### src/rtl/battleship_pkg.sv
// Shared types and helpers for the fleet placer.
// FLEET_PLACER_UNDO_EN adds the StClear state used by undo.
package battleship_pkg;

   localparam int unsigned DefRows     = 6;
   localparam int unsigned DefCols     = 6;
   localparam int unsigned DefNumShips = 3;
   localparam logic [11:0] DefShipLens = 12'h432;

   localparam logic [1:0] ErrNone        = 2'b00;
   localparam logic [1:0] ErrBadCell     = 2'b01;
   localparam logic [1:0] ErrOutOfBounds = 2'b10;
   localparam logic [1:0] ErrOverlap     = 2'b11;

`ifdef FLEET_PLACER_UNDO_EN
   typedef enum logic [2:0] {StIdle, StWait, StCheck, StCommit, StDone, StClear} state_e;
`else
   typedef enum logic [2:0] {StIdle, StWait, StCheck, StCommit, StDone} state_e;
`endif

   // Length of ship idx from a packed nibble table; 0 past the end of the table.
   function automatic int unsigned ship_len(input logic [63:0] lens, input int unsigned idx);
      if (idx > 15) return 0;
      return 32'(lens[4*idx +: 4]);
   endfunction

   function automatic int unsigned cell_idx(input int unsigned r, input int unsigned c,
                                            input int unsigned cols);
      return r * cols + c;
   endfunction

endpackage

### src/rtl/ship_cell_walker.sv
// Walks the cells of one ship: loads anchor index, direction and length, then steps one
// cell per cycle. Shared by the overlap check, commit and clear passes.
module ship_cell_walker #(
   parameter int unsigned COLS = 6,
   parameter int unsigned XW   = 6,
   parameter int unsigned IW   = 7
) (
   input  logic          clk,
   input  logic          reset,
   input  logic          load_i,
   input  logic [IW-1:0] base_i,
   input  logic          vert_i,
   input  logic [3:0]    len_i,
   input  logic          rewind_i,
   input  logic          step_i,
   output logic [XW-1:0] cell_o,
   output logic          last_o
);

   logic [IW-1:0] base_q, base_d, stride_q, stride_d, cur_q, cur_d;
   logic [3:0]    k_q, k_d, len_q, len_d;

   // Next-state: load a new ship, rewind to its anchor, or advance one cell.
   always_comb begin
      base_d   = base_q;
      stride_d = stride_q;
      cur_d    = cur_q;
      k_d      = k_q;
      len_d    = len_q;
      if (load_i) begin
         base_d   = base_i;
         stride_d = vert_i ? IW'(COLS) : IW'(1);
         cur_d    = base_i;
         k_d      = 4'd0;
         len_d    = len_i;
      end else if (rewind_i) begin
         cur_d = base_q;
         k_d   = 4'd0;
      end else if (step_i) begin
         cur_d = cur_q + stride_q;
         k_d   = k_q + 4'd1;
      end
   end

   // Walker state registers.
   always_ff @(posedge clk or negedge reset) begin
      if (!reset) begin
         base_q   <= '0;
         stride_q <= '0;
         cur_q    <= '0;
         k_q      <= '0;
         len_q    <= '0;
      end else begin
         base_q   <= base_d;
         stride_q <= stride_d;
         cur_q    <= cur_d;
         k_q      <= k_d;
         len_q    <= len_d;
      end
   end

   assign cell_o = cur_q[XW-1:0];
   assign last_o = (k_q == len_q - 4'd1);

endmodule

### src/rtl/fleet_placer.sv
// Places a fleet of ships on a grid one command at a time, with bounds and overlap checks.
// Optional undo of the last placed ship: define FLEET_PLACER_UNDO_EN.
module fleet_placer
   import battleship_pkg::*;
#(
   parameter int unsigned             ROWS      = DefRows,
   parameter int unsigned             COLS      = DefCols,
   parameter int unsigned             NUM_SHIPS = DefNumShips,
   parameter logic [4*NUM_SHIPS-1:0]  SHIP_LENS = DefShipLens
) (
   input  logic                             clk,
   input  logic                             reset,
   input  logic                             start,
   input  logic                             place,
   input  logic [$clog2(ROWS)-1:0]          row,
   input  logic [$clog2(COLS)-1:0]          col,
   input  logic                             vert,
   input  logic                             undo,
   output logic [ROWS*COLS-1:0]             ships,
   output logic [$clog2(NUM_SHIPS+1)-1:0]   cur_ship,
   output logic                             busy,
   output logic                             placed,
   output logic                             err_valid,
   output logic [1:0]                       err_code,
   output logic                             done
);

   localparam int unsigned NumCells = ROWS * COLS;
   localparam int unsigned SW       = $clog2(NUM_SHIPS + 1);
   localparam int unsigned XW       = $clog2(NumCells);
   localparam int unsigned IW       = XW + 1;

   state_e              state_q, state_d;
   logic [NumCells-1:0] ships_q, ships_d;
   logic [SW-1:0]       cur_q, cur_d;
   logic                placed_q, placed_d, err_valid_q, err_valid_d;
   logic [1:0]          err_code_q, err_code_d;

   logic          w_load, w_vert, w_rewind, w_step, w_last;
   logic [IW-1:0] w_base, place_base;
   logic [3:0]    w_len;
   logic [XW-1:0] w_cell;

   int unsigned cmd_len;
   logic        bad_cell, oob;

   assign cmd_len    = ship_len(64'(SHIP_LENS), 32'(cur_q));
   assign place_base = IW'(cell_idx(32'(row), 32'(col), COLS));
   assign bad_cell   = (32'(row) >= ROWS) || (32'(col) >= COLS);
   assign oob        = vert ? (32'(row) + cmd_len > ROWS) : (32'(col) + cmd_len > COLS);

`ifdef FLEET_PLACER_UNDO_EN
   logic [IW-1:0] hist_base_q [NUM_SHIPS];
   logic          hist_vert_q [NUM_SHIPS];
   logic          hist_we;
   logic [SW-1:0] prev_idx;
   int unsigned   prev_len;

   assign prev_idx = cur_q - SW'(1);
   assign prev_len = ship_len(64'(SHIP_LENS), 32'(prev_idx));

   // Record each accepted command; a slot is only trusted once its ship commits.
   always_ff @(posedge clk or negedge reset) begin
      if (!reset) begin
         for (int unsigned i = 0; i < NUM_SHIPS; i++) begin
            hist_base_q[i] <= '0;
            hist_vert_q[i] <= 1'b0;
         end
      end else if (hist_we) begin
         hist_base_q[cur_q] <= place_base;
         hist_vert_q[cur_q] <= vert;
      end
   end
`else
   logic unused_undo;
   assign unused_undo = undo;
`endif

   // Placement FSM next-state and datapath control.
   always_comb begin
      state_d     = state_q;
      ships_d     = ships_q;
      cur_d       = cur_q;
      placed_d    = 1'b0;
      err_valid_d = 1'b0;
      err_code_d  = err_code_q;
      w_load      = 1'b0;
      w_rewind    = 1'b0;
      w_step      = 1'b0;
      w_base      = place_base;
      w_vert      = vert;
      w_len       = 4'(cmd_len);
`ifdef FLEET_PLACER_UNDO_EN
      hist_we     = 1'b0;
`endif
      unique case (state_q)
         StIdle: begin
            if (start) begin
               ships_d = '0;
               cur_d   = '0;
               state_d = StWait;
            end
         end
         StWait: begin
`ifdef FLEET_PLACER_UNDO_EN
            if (undo && cur_q != '0) begin
               w_load  = 1'b1;
               w_base  = hist_base_q[prev_idx];
               w_vert  = hist_vert_q[prev_idx];
               w_len   = 4'(prev_len);
               state_d = StClear;
            end else
`endif
            if (start) begin
               ships_d = '0;
               cur_d   = '0;
            end else if (place) begin
               if (bad_cell) begin
                  err_valid_d = 1'b1;
                  err_code_d  = ErrBadCell;
               end else if (oob) begin
                  err_valid_d = 1'b1;
                  err_code_d  = ErrOutOfBounds;
               end else begin
                  w_load  = 1'b1;
                  state_d = StCheck;
`ifdef FLEET_PLACER_UNDO_EN
                  hist_we = 1'b1;
`endif
               end
            end
         end
         StCheck: begin
            if (ships_q[w_cell]) begin
               err_valid_d = 1'b1;
               err_code_d  = ErrOverlap;
               state_d     = StWait;
            end else if (w_last) begin
               w_rewind = 1'b1;
               state_d  = StCommit;
            end else begin
               w_step = 1'b1;
            end
         end
         StCommit: begin
            ships_d[w_cell] = 1'b1;
            if (w_last) begin
               placed_d = 1'b1;
               cur_d    = cur_q + SW'(1);
               state_d  = (32'(cur_q) + 32'd1 == NUM_SHIPS) ? StDone : StWait;
            end else begin
               w_step = 1'b1;
            end
         end
`ifdef FLEET_PLACER_UNDO_EN
         StClear: begin
            ships_d[w_cell] = 1'b0;
            if (w_last) begin
               cur_d   = cur_q - SW'(1);
               state_d = StWait;
            end else begin
               w_step = 1'b1;
            end
         end
`endif
         StDone: begin
`ifdef FLEET_PLACER_UNDO_EN
            if (undo) begin
               w_load  = 1'b1;
               w_base  = hist_base_q[prev_idx];
               w_vert  = hist_vert_q[prev_idx];
               w_len   = 4'(prev_len);
               state_d = StClear;
            end else
`endif
            if (start) begin
               ships_d = '0;
               cur_d   = '0;
               state_d = StWait;
            end
         end
         default: state_d = StIdle;
      endcase
   end

   // State and output registers; reset discards any partially placed ship.
   always_ff @(posedge clk or negedge reset) begin
      if (!reset) begin
         state_q     <= StIdle;
         ships_q     <= '0;
         cur_q       <= '0;
         placed_q    <= 1'b0;
         err_valid_q <= 1'b0;
         err_code_q  <= ErrNone;
      end else begin
         state_q     <= state_d;
         ships_q     <= ships_d;
         cur_q       <= cur_d;
         placed_q    <= placed_d;
         err_valid_q <= err_valid_d;
         err_code_q  <= err_code_d;
      end
   end

   ship_cell_walker #(
      .COLS (COLS),
      .XW   (XW),
      .IW   (IW)
   ) u_walker (
      .clk      (clk),
      .reset    (reset),
      .load_i   (w_load),
      .base_i   (w_base),
      .vert_i   (w_vert),
      .len_i    (w_len),
      .rewind_i (w_rewind),
      .step_i   (w_step),
      .cell_o   (w_cell),
      .last_o   (w_last)
   );

   assign ships     = ships_q;
   assign cur_ship  = cur_q;
   assign placed    = placed_q;
   assign err_valid = err_valid_q;
   assign err_code  = err_code_q;
   assign done      = (state_q == StDone);
`ifdef FLEET_PLACER_UNDO_EN
   assign busy      = (state_q == StCheck) || (state_q == StCommit) || (state_q == StClear);
`else
   assign busy      = (state_q == StCheck) || (state_q == StCommit);
`endif

endmodule

### config.mk
export PLATFORM = sky130hd
export DESIGN_NAME = fleet_placer
export DESIGN_NICKNAME = d
export VERILOG_FILES = /design/src/rtl/battleship_pkg.sv /design/src/rtl/ship_cell_walker.sv /design/src/rtl/fleet_placer.sv
export SDC_FILE = /design/constraint.sdc
export NUM_CORES = 1
export LEC_CHECK = 0
export CELL_PAD_IN_SITES_DETAIL_PLACEMENT = 1
export CELL_PAD_IN_SITES_GLOBAL_PLACEMENT = 2
export CORE_UTILIZATION = 36
export CTS_BUF_LIST = sky130_fd_sc_hd__clkbuf_4
export DETAILED_ROUTE_END_ITERATION = 16
export HOLD_SLACK_MARGIN = 0.08
export MAX_ROUTING_LAYER = met4
export PLACE_DENSITY = 0.94
export RECOVER_POWER = 25
export SLEW_MARGIN = 20
export SYNTH_ARGS = -nofsm -noshare
export SYNTH_HDL_FRONTEND = slang
export SYNTH_SLANG_ARGS = --single-unit
### constraint.sdc
create_clock -name clk -period 3.5 [get_ports clk]
set_input_delay 0.875 -clock clk [delete_from_list [all_inputs] [get_ports clk]]
set_output_delay 0.875 -clock clk [all_outputs]
set_load 0.02 [all_outputs]
# Word level (Yosys, flattened, before mapping)
# Index checks and enable logic that the tools add are counted.
# op_classes
addsub	8
mul	1
div	0
magnitude_cmp	6
eq_ne	16
shifts	1
n_mux	51
bitwise_logic	1
reduce_logical	13
# ops
operator	count
36-bit one-hot mux with 2 select lines	1
64-bit by 5-bit indexed part select with 4-bit output (first input constant)	1
36-bit two-way mux	1
36-bit bitwise OR	1
3-bit two-way mux	10
7-bit two-way mux	3
1-bit two-way mux	19
2-bit two-way mux	7
4-bit two-way mux	3
3-bit one-hot mux with 4 select lines	1
3-bit by 4-bit adder with 5-bit output	2
5-bit by 3-bit > comparator with 1-bit output (second input constant)	2
2-bit != test (second input constant)	5
3-bit by 2-bit equality test with 1-bit output (second input constant)	3
2-bit one-hot mux with 2 select lines	2
6-bit by 3-bit adder with 7-bit output	1
7-bit adder	1
6-bit by 7-bit less-than comparator with 1-bit output (second input constant)	1
7-bit AND reduction	1
1-bit binary-select mux with 6-bit select	1
1-bit demux with 6-bit select	1
3-bit greater-or-equal comparator (second input constant)	2
6-bit by 1-bit greater-or-equal comparator with 1-bit output (second input constant)	1
2-bit by 1-bit != test with 1-bit output (second input constant)	3
21 further kinds	24
# totals
reg_bits	74
latch_bits	0
mem_bits_rw	0
mem_bits_ro	0
output_inout_bits	44
elab_cells	108
mem_count	0

# Depth between registers and ports, before layout
# Gate-level depths: netlist of run 1.
# logic_depth
ltp_word	10
depth_mapped	14
mapped_depth_nobuf	13

# By module
# Synthesis of run 1 repeated with hierarchy kept, for this count alone.
# unflattened
cells_unflattened	414
area_unflattened_um2	3913.8
# by_module_without_submodules
module	instances	cells_per_inst	area_per_inst_um2	seq_area_each_um2
fleet_placer	1	295	2723.9	1126.1
ship_cell_walker	1	119	1189.9	550.5

# Worst setup path before layout of run 1
# No wires, ideal clock.
# synth_path
path_type	register -> register
from	register cur_q[1] (netlist: cur_ship[1])
to	register u_walker.cur_q[1]
setup_ns	0.125
arrival_ns	3.150
setup_slack_ns	0.226
stages_incl_launch_ff	14
path_buffers	0
period_less_slack_ns	3.274
path_cell_list	dfrtp_1 -> inv_1 -> ha_1 -> ha_1 -> inv_1 -> fa_1 -> nand3b_1 -> nand4b_1 -> and3_1 -> o2bb2ai_1 -> nor2b_1 -> mux2_2 -> and2b_1 -> mux2_2
# synth_between
elab_chain_len	10
# synth_lines
item	line_no	source
from (decl)	fleet_placer.sv:35	logic [SW-1:0] cur_q, cur_d;
from (signal assigned)	fleet_placer.sv:198	cur_q <= cur_d;
64-bit by 5-bit indexed part select with 4-bit output *	battleship_pkg.sv:24	return 32'(lens[4*idx +: 4]);
net u_walker.len_i[1]	ship_cell_walker.sv:13	input logic [3:0] len_i,
3-bit by 4-bit adder with 5-bit output	fleet_placer.sv:50	assign oob = vert ? (32'(row) + cmd_len > ROWS) : (32'(col) + cmd_len > COLS);
5-bit by 3-bit > comparator with 1-bit output	fleet_placer.sv:50	
1-bit two-way mux *	fleet_placer.sv:50	
1-bit two-way mux *	fleet_placer.sv:121	end else if (oob) begin
1-bit two-way mux *	fleet_placer.sv:118	if (bad_cell) begin
1-bit two-way mux *	fleet_placer.sv:117	end else if (place) begin
1-bit two-way mux *	fleet_placer.sv:114	if (start) begin
1-bit two-way mux *	fleet_placer.sv:96	unique case (state_q)
3-bit nonzero test (no line) or 7-bit two-way mux (tied branches)	n/a	
to (signal assigned)	ship_cell_walker.sv:56	cur_q <= cur_d;
to (decl)	ship_cell_walker.sv:20	logic [IW-1:0] base_q, base_d, stride_q, stride_d, cur_q, cur_d;
# Mark *: on every way through the listed nets, which the timed path passes. The rest lies on a longest branch.
# A chain may end at the register's enable or synchronous reset.

# Worst setup path after layout of run 1
# layout_path
from	input port row[0]
to	register u_walker.cur_q[1]
# layout_between
elab_chain_len	9
# layout_lines
item	line_no	source
from (decl)	fleet_placer.sv:15	input logic [$clog2(ROWS)-1:0] row,
3-bit by 4-bit adder with 5-bit output	fleet_placer.sv:50	
5-bit by 3-bit > comparator with 1-bit output	fleet_placer.sv:50	
1-bit two-way mux	fleet_placer.sv:50	
1-bit two-way mux	fleet_placer.sv:121	
1-bit two-way mux	fleet_placer.sv:118	
1-bit two-way mux	fleet_placer.sv:117	
1-bit two-way mux	fleet_placer.sv:114	
1-bit two-way mux	fleet_placer.sv:96	
3-bit nonzero test (no line) or 7-bit two-way mux (tied branches)	n/a	
# Several ways; a longest one is shown, not always the timed one.

==> results of run 1 <==
state kept, by name, indices dropped and copies added, names as in the netlist, 2 cells and up:
name and flops:
u_walker.len_q 3, u_walker.k_q 4, err_code 2, ships 36, cur_ship 2, u_walker.base_q 6, u_walker.stride_q 2, u_walker.cur_q 6
state_q 3
repair_timing:
item,4_1_cts,5_1_grt
pin swaps,0,1
resized for setup,1,5
endpoints found under the hold margin,0,0
setup buffers,0,0
endpoints found under the setup margin,1,8
power by group through the flow:
stage,logic [mW],registers (mW),clock network [mW]
2_1_floorplan,1.23,1.18,0
3_3_place_gp,1.72,1.21,0
3_5_place_dp,1.80,1.23,0
4_1_cts,1.82,1.22,0.543
5_1_grt,2.02,1.25,0.582
6_report,1.82,1.21,0.533
per-stage QoR:
stage               area [um2]  utilization  power (mW)
finish                    4870        0.468        3.57
global route              4870        0.468        3.85
CTS                       4860        0.467        3.58
detailed placement        4710        0.452        3.03
global placement          4710        0.452        2.94
floorplan                 3900            -        2.41
final timing paths:
kind | slack, ps | endpoint | from
max in group asynchronous | 720 | ships[6]$_DFFE_PN0P_ | reset
worst max register to register | 340 | u_walker.cur_q[4]$_DFFE_PN0P_ | u_walker.cur_q[0]$_DFFE_PN0P_
worst min-delay path | 520 | u_walker.base_q[0]$_DFFE_PN0P_ | u_walker.base_q[0]$_DFFE_PN0P_
min in group asynchronous | 600 | cur_ship[1]$_DFFE_PN0P_ | reset
worst min register to register | 520 | u_walker.base_q[0]$_DFFE_PN0P_ | u_walker.base_q[0]$_DFFE_PN0P_
worst max-delay path | 160 | u_walker.cur_q[1]$_DFFE_PN0P_ | row[0]
cells in the mapped netlist (5+ instances only):
cell type   n  share of area
nor2_1     55          0.053
o21ai_0     9          0.012
nand2_1    25          0.024
nor2b_1     6         0.0096
a21oi_1    39          0.050
nand3_1     8          0.010
dfrtp_1    66           0.42
mux2_2      8          0.023
clkbuf_1    7         0.0067
buf_6       5          0.014
nand2b_1    5         0.0080
ha_1       18          0.058
mux2i_1     9          0.023
buf_2       6         0.0077
inv_1      23          0.022
xor2_1      6          0.013
nor3_1      6         0.0077
o21ai_1     6         0.0077
mux4_2      5          0.029
fa_1        5          0.026
logic make-up after synthesis:
logic type,count (synthesis)
buf+inv,45
flops,66
mux,23
xor+xnor,10
compound gates,94
simple gates,137
fa+ha+maj,23
cell type report:
type	instances	area, um2
clock inverter	7	77.6
inverter	24	90.1
clock buffer	9	67.6
timing repair buffer	85	759
multi-input combinational	287	2050
fill	1209	5550
tap	136	170
sequential	66	1650
metal layers:
layer | vias up | global-route usage | part of all wire
met3 | 20 | 0.0374 | 0.035
met1 | 1662 | 0.277 | 0.46
met5 | - | - | 0
li1 | 1561 | - | -
met4 | 0 | 0.0704 | 0.016
met2 | 74 | 0.332 | 0.48
cells in the final DEF (no fill, tap or decap), drive strengths merged, types with 3 or more instances in the layout:
cell           count
dfrtp             66
nor3b              7
and3               3
inv               24
nand2b             5
a211oi             3
mux2               9
fa                 5
mux2i              9
nor2b              7
and2               3
ha                18
or3                3
a31oi              3
xor2               6
buf               29
a221oi             3
a21o               4
o21ai             15
clkbuf            12
nand3              8
mux4               5
nor2              55
nor3               6
clkinv             5
xnor2              4
nand2             25
nor4               4
clkdlybuf4s50     53
a21oi             40
==> out/results.ini, run 1 <==
[layout]
synthToLayoutAreaGrowth_pct = 24.8
layout-drive-gt1-share = 0.151
nets = 508
diodes = 0
fin_cells = 614

[clock_tree]
path_clk_slew_ps = 110
cts_buffers = 9
cts_sinks = 66
holdBufCountCts = 0
cts_tree = yes
cts-htree-levels = 3
cts_max_path_buffers = 2
cts-root-buf = clkbuf_4
clock_latency_ps = 430

[global_route]
antenna_found_initial = 0
grt-ovfl-total = 0
grt_start_max_net_pins = 38
grt_pass1_vias = 3601
global_route.usage.total = 0.212
grt_first_pass_wirelength_um = 18200

[sta]
timing.final.crit_share = 0.954
finalSetupTns_ps = 0
rsz0062_at_grt = false
whs_ps = 522
slew_headroom = -0.169
setup_ws_ps = 162
worst_pin_slew_ps = 1750
fin_crit_ps = 3340
max_freq_ghz = 0.300
clock_skew_ps = 15.8
hold_violations = 0
slew_violations = 32
setup_violations = 0

[setup_path]
cp.arrival_ps = 3650
crit_path_frequent_cell = mux2_2
path_cells = clkdlybuf4s50_1 -> ha_2 -> inv_1 -> fa_1 -> nand3b_1 -> nand4b_1 -> and3_4 -> o2bb2ai_2 -> nor2b_4 -> mux2_2 -> and2b_1 -> mux2_2
crit_fanout = 4
cp_slowest_cell = fa_1
critPathLaunchType = primary input
reg2reg_depth = 8
setup.worst_path.end_class = flip-flop
slowest_delay_ps = 500
critPathKind = in -> reg
path_depth = 12
critical-path-top-delay-family = simple AND/OR/NAND/NOR gates
critical_path_required_ps = 3810
path_buf_inv = 2

[drt]
drtAntennaViolNets = 0
routed_wl_um = 10700
first_pass_iters = 4
wl_per_cell_um = 17.4
num_vias = 3317
viasPerCell = 5.40
drt_iter0_markers = 132
drcViolationCount = 0

[run_status]
status = finished, violations left
violations = max-capacitance violations, max-slew violations

[floorplan]
start_util = 0.375
io_pins = 56
core-area_um2 = 10400
die_area_um2 = 11300
die_y_um = 106
num_rows = 37
die_w_um = 106

[yosys]
synth-edff-count = 0
yosys.area_share.adder = 0.0834
ys_seq_area_frac = 0.423
yosys.area_share.simple = 0.178
ys.flop_type = dfrtp_1
syn-num-nets = 433
synth_xor_area_frac = 0.0224
synthMuxAreaShare = 0.0779
synth_area_um2 = 3900
synth-seq-cells = 66
synth_top_family_by_area = simple AND/OR/NAND/NOR gates
avgSynthCellArea_um2 = 9.81
netlist_instances = 398
yosysUniqueCellTypes = 67
synth-compound-area-share = 0.159
yosys_warnings = 0
synthArstFlopShare = 1.00

[placed_design]
placement.io_buffers = 54
placed_cells_incl_taps = 598
globalplace.congestion = 0.850
hpwlAfterDp_um = 8010
preCtsSetupSlack_ps = -459

[hold_path]
hold_class = reg -> reg
hold_depth = 1

[power_and_ir_drop]
sw_frac_of_total = 0.441
irDropWorstVdd_uv = 323
power.share.combinational = 0.511
p_int_mw = 1.99
power.switching_mw = 1.57
pwr-share-seq = 0.340
p_per_area_nw_per_um2 = 732
p_clk_frac = 0.149
p_leak_nw = 2.17

[job]
max_cap_violations = 1

No activity file was read; power rests on OpenSTA's default activity.
==> run 2, diff against run 1 <==
- GPL_ROUTABILITY_DRIVEN: unset -> 0
==> results of run 2 <==
Final layout, timing and power as in run 1 (identical DEF).
